===== src/rtl/keypad_pkg.sv =====
// Shared types and constants for the keypad row scanner.
// Also holds the rule that the key code must be wide enough for every key.
package keypad_pkg;

  typedef enum logic [1:0] {
    SCAN    = 2'd0,
    CONFIRM = 2'd1,
    PRESSED = 2'd2,
    RELEASE = 2'd3
  } kp_state_e;

  localparam int DEF_ROWS = 4;
  localparam int DEF_COLS = 3;

  function automatic bit code_w_fits(input int rows, input int cols, input int code_w);
    return (2 ** code_w) >= (rows * cols);
  endfunction

endpackage


===== src/rtl/scan_tick_gen.sv =====
// Free-running divider: one-cycle tick every TICK_DIV clocks.
// Shared by the keypad scanner and the game timer.
module scan_tick_gen #(
  parameter int TICK_DIV = 50000
) (
  input  logic clk,
  input  logic reset,
  output logic tick
);

  localparam int CNT_W = (TICK_DIV > 1) ? $clog2(TICK_DIV) : 1;

  logic [CNT_W-1:0] count_q, count_d;

  assign tick = (count_q == CNT_W'(TICK_DIV - 1));

  always_comb begin
    count_d = tick ? '0 : count_q + 1'b1;
  end

  always_ff @(posedge clk or negedge reset) begin
    if (!reset) count_q <= '0;
    else        count_q <= count_d;
  end

endmodule


===== src/rtl/keypad_scanner.sv =====
// Row-scanning 4x3 keypad controller with one shared debounce path.
// Drives one row low at a time and reports debounced presses as row*COLS+col.
//
// state   | meaning
// SCAN    | walking rows, looking for any low column on a tick
// CONFIRM | row frozen, counting consecutive low ticks of the candidate
// PRESSED | one clk: key_valid pulse, key accepted
// RELEASE | row frozen, counting consecutive high ticks of the candidate
module keypad_scanner
  import keypad_pkg::*;
#(
  parameter int ROWS           = DEF_ROWS,
  parameter int COLS           = DEF_COLS,
  parameter int TICK_DIV       = 50000,
  parameter int DEBOUNCE_TICKS = 3,
  parameter int CODE_W         = 4
) (
  input  logic              clk,
  input  logic              reset,
  input  logic [COLS-1:0]   column,
  output logic [ROWS-1:0]   row_n,
  output logic              key_valid,
  output logic [CODE_W-1:0] key_code,
  output logic              key_down
);

  localparam int RW = (ROWS > 1) ? $clog2(ROWS) : 1;
  localparam int CW = (COLS > 1) ? $clog2(COLS) : 1;
  localparam int NW = $clog2(DEBOUNCE_TICKS + 1);

  if (!code_w_fits(ROWS, COLS, CODE_W)) begin : g_code_w_check
    $error("keypad_scanner: CODE_W too narrow for ROWS*COLS");
  end

  kp_state_e         state_q, state_d;
  logic [COLS-1:0]   col_meta_q, col_s_q;
  logic [RW-1:0]     row_q, row_d, row_next;
  logic [ROWS-1:0]   row_n_q, row_n_d;
  logic [RW-1:0]     cand_row_q, cand_row_d;
  logic [CW-1:0]     cand_col_q, cand_col_d;
  logic [NW-1:0]     cnt_q, cnt_d;
  logic              key_valid_q, key_valid_d;
  logic [CODE_W-1:0] key_code_q, key_code_d;
  logic              key_down_q, key_down_d;
  logic              tick;
  logic              any_low;
  logic [CW-1:0]     low_col;
  logic              cand_high;

  scan_tick_gen #(.TICK_DIV(TICK_DIV)) u_tick (
    .clk  (clk),
    .reset(reset),
    .tick (tick)
  );

  assign row_next  = (row_q == RW'(ROWS - 1)) ? '0 : row_q + 1'b1;
  assign cand_high = col_s_q[cand_col_q];

  // Scan from the top so the lowest-index low column is the one left standing.
  always_comb begin
    any_low = 1'b0;
    low_col = '0;
    for (int c = COLS - 1; c >= 0; c--) begin
      if (!col_s_q[c]) begin
        any_low = 1'b1;
        low_col = CW'(c);
      end
    end
  end

  always_ff @(posedge clk or negedge reset) begin
    if (!reset) begin
      state_q     <= SCAN;
      col_meta_q  <= '1;
      col_s_q     <= '1;
      row_q       <= '0;
      row_n_q     <= ~ROWS'(1);
      cand_row_q  <= '0;
      cand_col_q  <= '0;
      cnt_q       <= '0;
      key_valid_q <= 1'b0;
      key_code_q  <= '0;
      key_down_q  <= 1'b0;
    end else begin
      state_q     <= state_d;
      col_meta_q  <= column;
      col_s_q     <= col_meta_q;
      row_q       <= row_d;
      row_n_q     <= row_n_d;
      cand_row_q  <= cand_row_d;
      cand_col_q  <= cand_col_d;
      cnt_q       <= cnt_d;
      key_valid_q <= key_valid_d;
      key_code_q  <= key_code_d;
      key_down_q  <= key_down_d;
    end
  end

  always_comb begin
    state_d    = state_q;
    row_d      = row_q;
    cand_row_d = cand_row_q;
    cand_col_d = cand_col_q;
    cnt_d      = cnt_q;
    key_code_d = key_code_q;
    key_down_d = key_down_q;
    case (state_q)
      SCAN: begin
        if (tick) begin
          if (any_low) begin
            cand_row_d = row_q;
            cand_col_d = low_col;
            cnt_d      = NW'(1);
            state_d    = (DEBOUNCE_TICKS == 1) ? PRESSED : CONFIRM;
          end else begin
            row_d = row_next;
          end
        end
      end
      CONFIRM: begin
        if (tick) begin
          if (!cand_high) begin
            cnt_d = cnt_q + 1'b1;
            if (cnt_q + 1'b1 == NW'(DEBOUNCE_TICKS)) state_d = PRESSED;
          end else begin
            state_d = SCAN;
          end
        end
      end
      PRESSED: begin
        cnt_d   = '0;
        state_d = RELEASE;
      end
      RELEASE: begin
        if (tick) begin
          if (cand_high) begin
            cnt_d = cnt_q + 1'b1;
            if (cnt_q + 1'b1 == NW'(DEBOUNCE_TICKS)) begin
              cnt_d      = '0;
              key_down_d = 1'b0;
              row_d      = row_next;
              state_d    = SCAN;
            end
          end else begin
            cnt_d = '0;
          end
        end
      end
      default: state_d = SCAN;
    endcase
    // Code and key_down are loaded together with the pulse so they are valid in its cycle.
    key_valid_d = (state_d == PRESSED);
    if (key_valid_d) begin
      key_code_d = CODE_W'(cand_row_d) * CODE_W'(COLS) + CODE_W'(cand_col_d);
      key_down_d = 1'b1;
    end
    row_n_d = ~(ROWS'(1) << row_d);
  end

  always_comb begin
    row_n     = row_n_q;
    key_valid = key_valid_q;
    key_code  = key_code_q;
    key_down  = key_down_q;
  end

endmodule


===== config.mk =====
export PLATFORM = sky130hd
export DESIGN_NAME = keypad_scanner
export DESIGN_NICKNAME = d
export VERILOG_FILES = /design/src/rtl/keypad_pkg.sv /design/src/rtl/scan_tick_gen.sv /design/src/rtl/keypad_scanner.sv
export SDC_FILE = /design/constraint.sdc
export NUM_CORES = 1
export LEC_CHECK = 0
export ABC_AREA = 1
export CORE_AREA = 2 2 84 86
export DETAILED_ROUTE_END_ITERATION = 6
export DIE_AREA = 0 0 86 88
export GPL_ROUTABILITY_DRIVEN = 1
export PLACE_DENSITY = 0.57
export SYNTH_ARGS = -nofsm -noshare
export SYNTH_HDL_FRONTEND = slang
export SYNTH_HIERARCHICAL = 1
export SYNTH_SLANG_ARGS = --single-unit

===== constraint.sdc =====
create_clock -name clk -period 9.2 [get_ports clk]
set_clock_uncertainty 0.15 [all_clocks]
set_input_delay 2.76 -clock clk [delete_from_list [all_inputs] [get_ports clk]]
set_output_delay 2.76 -clock clk [all_outputs]
set_load 0.02 [all_outputs]

======== After elaboration in Yosys (flattened, before gate mapping) ========
Cells that the tools add are included.
cells by class
  add/subtract/negate cells ............... 4
  multipliers ............................. 1
  magnitude comparators ................... 1
  equality and inequality tests ........... 12
  shift operators ......................... 1
  multiplexer cells ....................... 44
  bitwise gates (word level) .............. 1
  reduce and logical (&&, ||, !) cells .... 7
operators with widths
  operator                                              count
  two-way mux 2 bit                                     30
  adder 16 x 1 -> 16 bit (second input constant)        1
  equality test 16 bit (second input constant)          1
  two-way mux 16 bit                                    1
  case mux 2 bit (4 select lines)                       2
  equality test 2 bit (second input constant)           5
  two-way mux 1 bit                                     9
  nonzero test 2 bit                                    4
  != test 2 x 1 -> 1 bit (second input constant)        3
  AND reduction 5 bit                                   1
  adder 2 x 1 -> 2 bit (second input constant)          2
  adder 4 x 2 -> 4 bit                                  1
  multiplier 2 x 2 -> 4 bit (second input constant)     1
  != test 2 bit (second input constant)                 2
  inverter 4 bit                                        1
  case mux 2 bit (2 select lines)                       1
  AND reduction 4 bit                                   1
  << shifter 1 x 2 -> 4 bit (first input constant)      1
  < comparator 2 x 3 -> 1 bit (second input constant)   1
  binary-select mux 1 bit (select 2 bit)                1
  equality test 2 x 1 -> 1 bit (second input constant)  1
  zero test 2 bit                                       1
storage, ports and cells
  register bits after elaboration ......... 42
  output and inout port bits .............. 10
  logic and storage cells ................. 83

======== Logic depth before layout (Yosys ltp) ========
  depth in word-level cells ............... 9
  gate-level depth with buffers ........... 18

======== By module ========
The synthesis kept the hierarchy.
modules (own cells, without submodules)
  module          instances  cells each  area each (um^2)
  keypad_scanner  1          151         1365.1
  scan_tick_gen   1          121         877.1

======== Least setup slack after synthesis ========
OpenSTA, ideal clock, no wires.
  path kind ............................... reg-to-output
  start ................................... reg row_n_q[1], in the netlist row_n[1]
  end ..................................... out row_n[1]
  arrival time ............................ 0.554 ns
  data required time ...................... 6.290 ns
  slack ................................... 5.736 ns
  stages on the path, launching flop included .. 1
  path buffers ............................ 0
  cell sequence ........................... dfstp_2
RTL lines
  item                    RTL line              RTL
  from (decl)             keypad_scanner.sv:38  logic [ROWS-1:0] row_n_q, row_n_d;
  from (signal assigned)  keypad_scanner.sv:77  row_n_q <= ~ROWS'(1);
  from (signal assigned)  keypad_scanner.sv:89  row_n_q <= row_n_d;
  to (decl)               keypad_scanner.sv:21  output logic [ROWS-1:0] row_n,
No word-level cell between the ends.

======== Final worst setup path ========
  start ................................... reg row_n_q[3], in the netlist row_n[3]
  end ..................................... out row_n[3]
No word-level cell between the ends.

==> flow_metrics.py <==
metrics = {
    "timing": {
        "rsz0062_at_grt": "no",
        "min_period_ps": 4310,
        "min_period_over_period_pct": 46.8,
        "tightest_slew_ps": 926,
        "relSlewSlack_pct": 38.3,
        "finalHoldViolations": 0,
        "fin_setup_tns_ps": 0,
        "finalSetupViolCount": 0,
        "slew_viol_final": 0,
        "timing.fmax_ghz": 0.232,
    },
    "setup_path": {
        "crit_buf_inv": 1,
        "cpPeakStageDelay_ps": 590,
        "path_class": "flop to primary output",
        "crit_required_ps": 6290,
        "crit_family": "buffers and inverters",
        "cp_cell_sequence": "clkdlybuf4s50_1",
        "cp.arrival_ps": 1400,
        "startpoint_type": "flop",
        "cp-end-kind": "primary output",
        "path_max_fanout": 1,
        "slowest_stage": "clkdlybuf4s50_1",
    },
    "routing": {
        "via_count": 1644,
        "drc": 0,
        "dr.pass1.iters": 4,
        "vias_per_cell": 4.41,
        "drt-total-wl_um": 4020,
        "drtIter0Drc": 108,
        "wl_per_cell_um": 10.8,
        "antenna_left": 0,
    },
    "floorplan": {
        "die_width_um": 86,
        "core_area_um2": 6640,
        "dieArea_um2": 7570,
        "die_y_um": 88,
        "io_pins": 15,
        "row_count": 30,
        "initial_utilization_pct": 33.7,
    },
    "final_layout": {
        "drive_gt1_share_pct": 11.3,
        "multi_input_area_um2": 985,
        "seq_area_um2": 1060,
        "nets": 311,
        "utilization_pct": 38.7,
        "synthToLayoutAreaGrowth_pct": 14.7,
        "nFillCells": 675,
        "antenna_cells": 0,
    },
    "cts": {
        "clock_latency_ps": 290,
        "cts-hold-fix-buffers": 0,
        "cts_resized": 0,
        "cts_buffers": 5,
        "post-cts-setup-buffers": 0,
        "cts_root_buf": "clkbuf_8",
        "htreeDepth": 2,
        "path_clk_slew_ps": 80,
        "clk_path_buf_depth": 2,
        "cts_tree": "built",
        "cts.sinks": 42,
    },
    "synthesis": {
        "syn-num-nets": 291,
        "yosys_warnings": 6,
        "synth_cell_types": 27,
        "synth_cells": 272,
        "synth_common_cells": "74 x nand2_1, 46 x inv_1, 33 x dfrtp_1",
        "ys_async_sr_fraction_pct": 100,
        "yosysMostFrequentCell": "nand2_1",
        "synth-edff-count": 0,
        "synth_area_leader_cell": "dfrtp_1",
        "yosysSeqAreaShare_pct": 47.4,
        "synth_area_leaders": "dfrtp_1 37%, nand2_1 12%, dfstp_2 11%, inv_1 7.7%, ha_1 6.7%",
        "synth-seq-cells": 42,
        "synth_top_area_share_pct": 36.8,
        "syn_area_um2": 2240,
        "synth_area_per_cell_um2": 8.24,
        "synth_flop_cell": "dfrtp_1",
    },
    "place": {
        "gp_congestion": 0.831,
        "dp_hpwl_um": 3020,
        "portBuffers": 14,
    },
    "pwr": {
        "p_int_mw": 0.270,
        "peakVddDrop_v": 0.0000521,
        "clock_power_share_pct": 42.3,
        "p_comb_share_pct": 2.0,
        "swShare_pct": 19.9,
        "seq_power_share_pct": 55.7,
        "power.switching_mw": 0.0671,
        "p_leak_nw": 1.35,
        "power_density_nw_per_um2": 131,
    },
    "grt": {
        "grt_antenna_before_repair": 0,
        "grt_first_pass_wirelength_um": 7320,
        "grt_use_total_pct": 12.2,
        "grt_max_degree": 43,
        "grt_pass1_vias": 1665,
        "grt_overflow": 0,
    },
    "status": {
        "status": "finished clean",
    },
    "hold_path": {
        "hold_class": "flop to flop",
    },
    "flow_run": {
        "maxCapViolCount": 0,
    },
}
## cells in the final DEF, fill, tap and decap left out, types with 3 or more instances in the layout
| cell type | n |
|---|---|
| a21oi_1 | 4 |
| ha_1 | 12 |
| dfstp_2 | 9 |
| clkdlybuf4s50_1 | 13 |
| dfrtp_1 | 33 |
| clkbuf_8 | 5 |
| nor3_1 | 3 |
| inv_1 | 46 |
| nor2_1 | 30 |
| nand3_1 | 15 |
| inv_2 | 3 |
| o21ai_0 | 10 |
| nand2_1 | 74 |
| nand4_1 | 5 |
| xor2_1 | 5 |
| nand2_2 | 6 |
## cell families after synthesis
| kind of cell | count (synthesis) | share of synthesized area (%) |
|---|---|---|
| and+or+nand+nor | 140 | 27.7 |
| AOI/OAI and AO/OA | 21 | 5.75 |
| xor gates and xnor gates | 5 | 1.95 |
| DFF | 42 | 47.4 |
| adders and majority gates | 14 | 8.48 |
| buffers and inverters | 50 | 8.71 |
## final timing paths
kind                       slack, ps         startpoint                  to  depth (start not counted)
max                             4890           row_n[3]            row_n[3]                          1
min                              210      col_meta_q[1]          col_s_q[1]                          0
max reg2reg                     5600  u_tick/count_q[0]         key_code[2]                         15
min reg2reg                      210      col_meta_q[1]          col_s_q[1]                          0
max in group asynchronous       5860              reset           key_valid                          1
min in group asynchronous       2450              reset  u_tick/count_q[13]                          1
## power by group through the flow
stage / logic [mW] / registers [mW] / clock network (mW)
6_report: 0.00660 / 0.188 / 0.143
5_1_grt: 0.00774 / 0.188 / 0.156
4_1_cts: 0.00706 / 0.188 / 0.150
3_5_place_dp: 0.00705 / 0.191 / 0
3_3_place_gp: 0.00695 / 0.191 / 0
2_1_floorplan: 0.00145 / 0.191 / 0
## metal layers
metal / vias to the layer above / global-route usage, % / share of wire (%)
met4: 0 / 3.32 / 0.72
li1: 875 / - / -
met3: 4 / 3.20 / 2.6
met1: 751 / 15.7 / 50
met5: - / 0 / 0
met2: 14 / 20.6 / 47
## metrics by stage
stage / hold WS [ps] / setup slack, ps / instances / power [mW] / area [um2]
after floorplan: 195 / 5740 / 272 / 0.193 / 2240
after global routing: 212 / 4840 / 373 / 0.352 / 2570
after detailed placement: 197 / 5200 / 365 / 0.198 / 2470
final: 208 / 4890 / 373 / 0.337 / 2570
after CTS: 209 / 4870 / 373 / 0.344 / 2570
after global placement: 197 / 5210 / 365 / 0.198 / 2470
## flip-flops by register name (all words and copies together) (netlist names)
| name | flops |
|---|---|
| cand_col_q | 2 |
| row_n | 4 |
| cnt_q | 2 |
| row_q | 2 |
| u_tick/count_q | 16 |
| cand_row_q | 2 |
| col_s_q | 3 |
| state_q | 2 |
| key_down | 1 |
| key_valid | 1 |
| col_meta_q | 3 |
| key_code | 4 |
## worst reg2reg max path, delay by kind of cell, from the launching register on
kind / cells / cell delay, ps
simple gates: 6 / 740
buf+inv: 4 / 390
compound gates: 1 / 480
fa+ha+maj: 4 / 1350
flops: 1 / 400
## final cells by class
| class | instances | share of cell area [%] |
|---|---|---|
| repair buffers | 14 | 5.25 |
| inverters | 49 | 7.15 |
| flip-flops and latches | 42 | 41.3 |
| clock buffers | 7 | 2.97 |
| multi-input cells | 180 | 38.3 |
| clock inverters | 1 | 1.17 |
| well taps | 80 | 3.89 |
(Power assumes the default switching activity.)
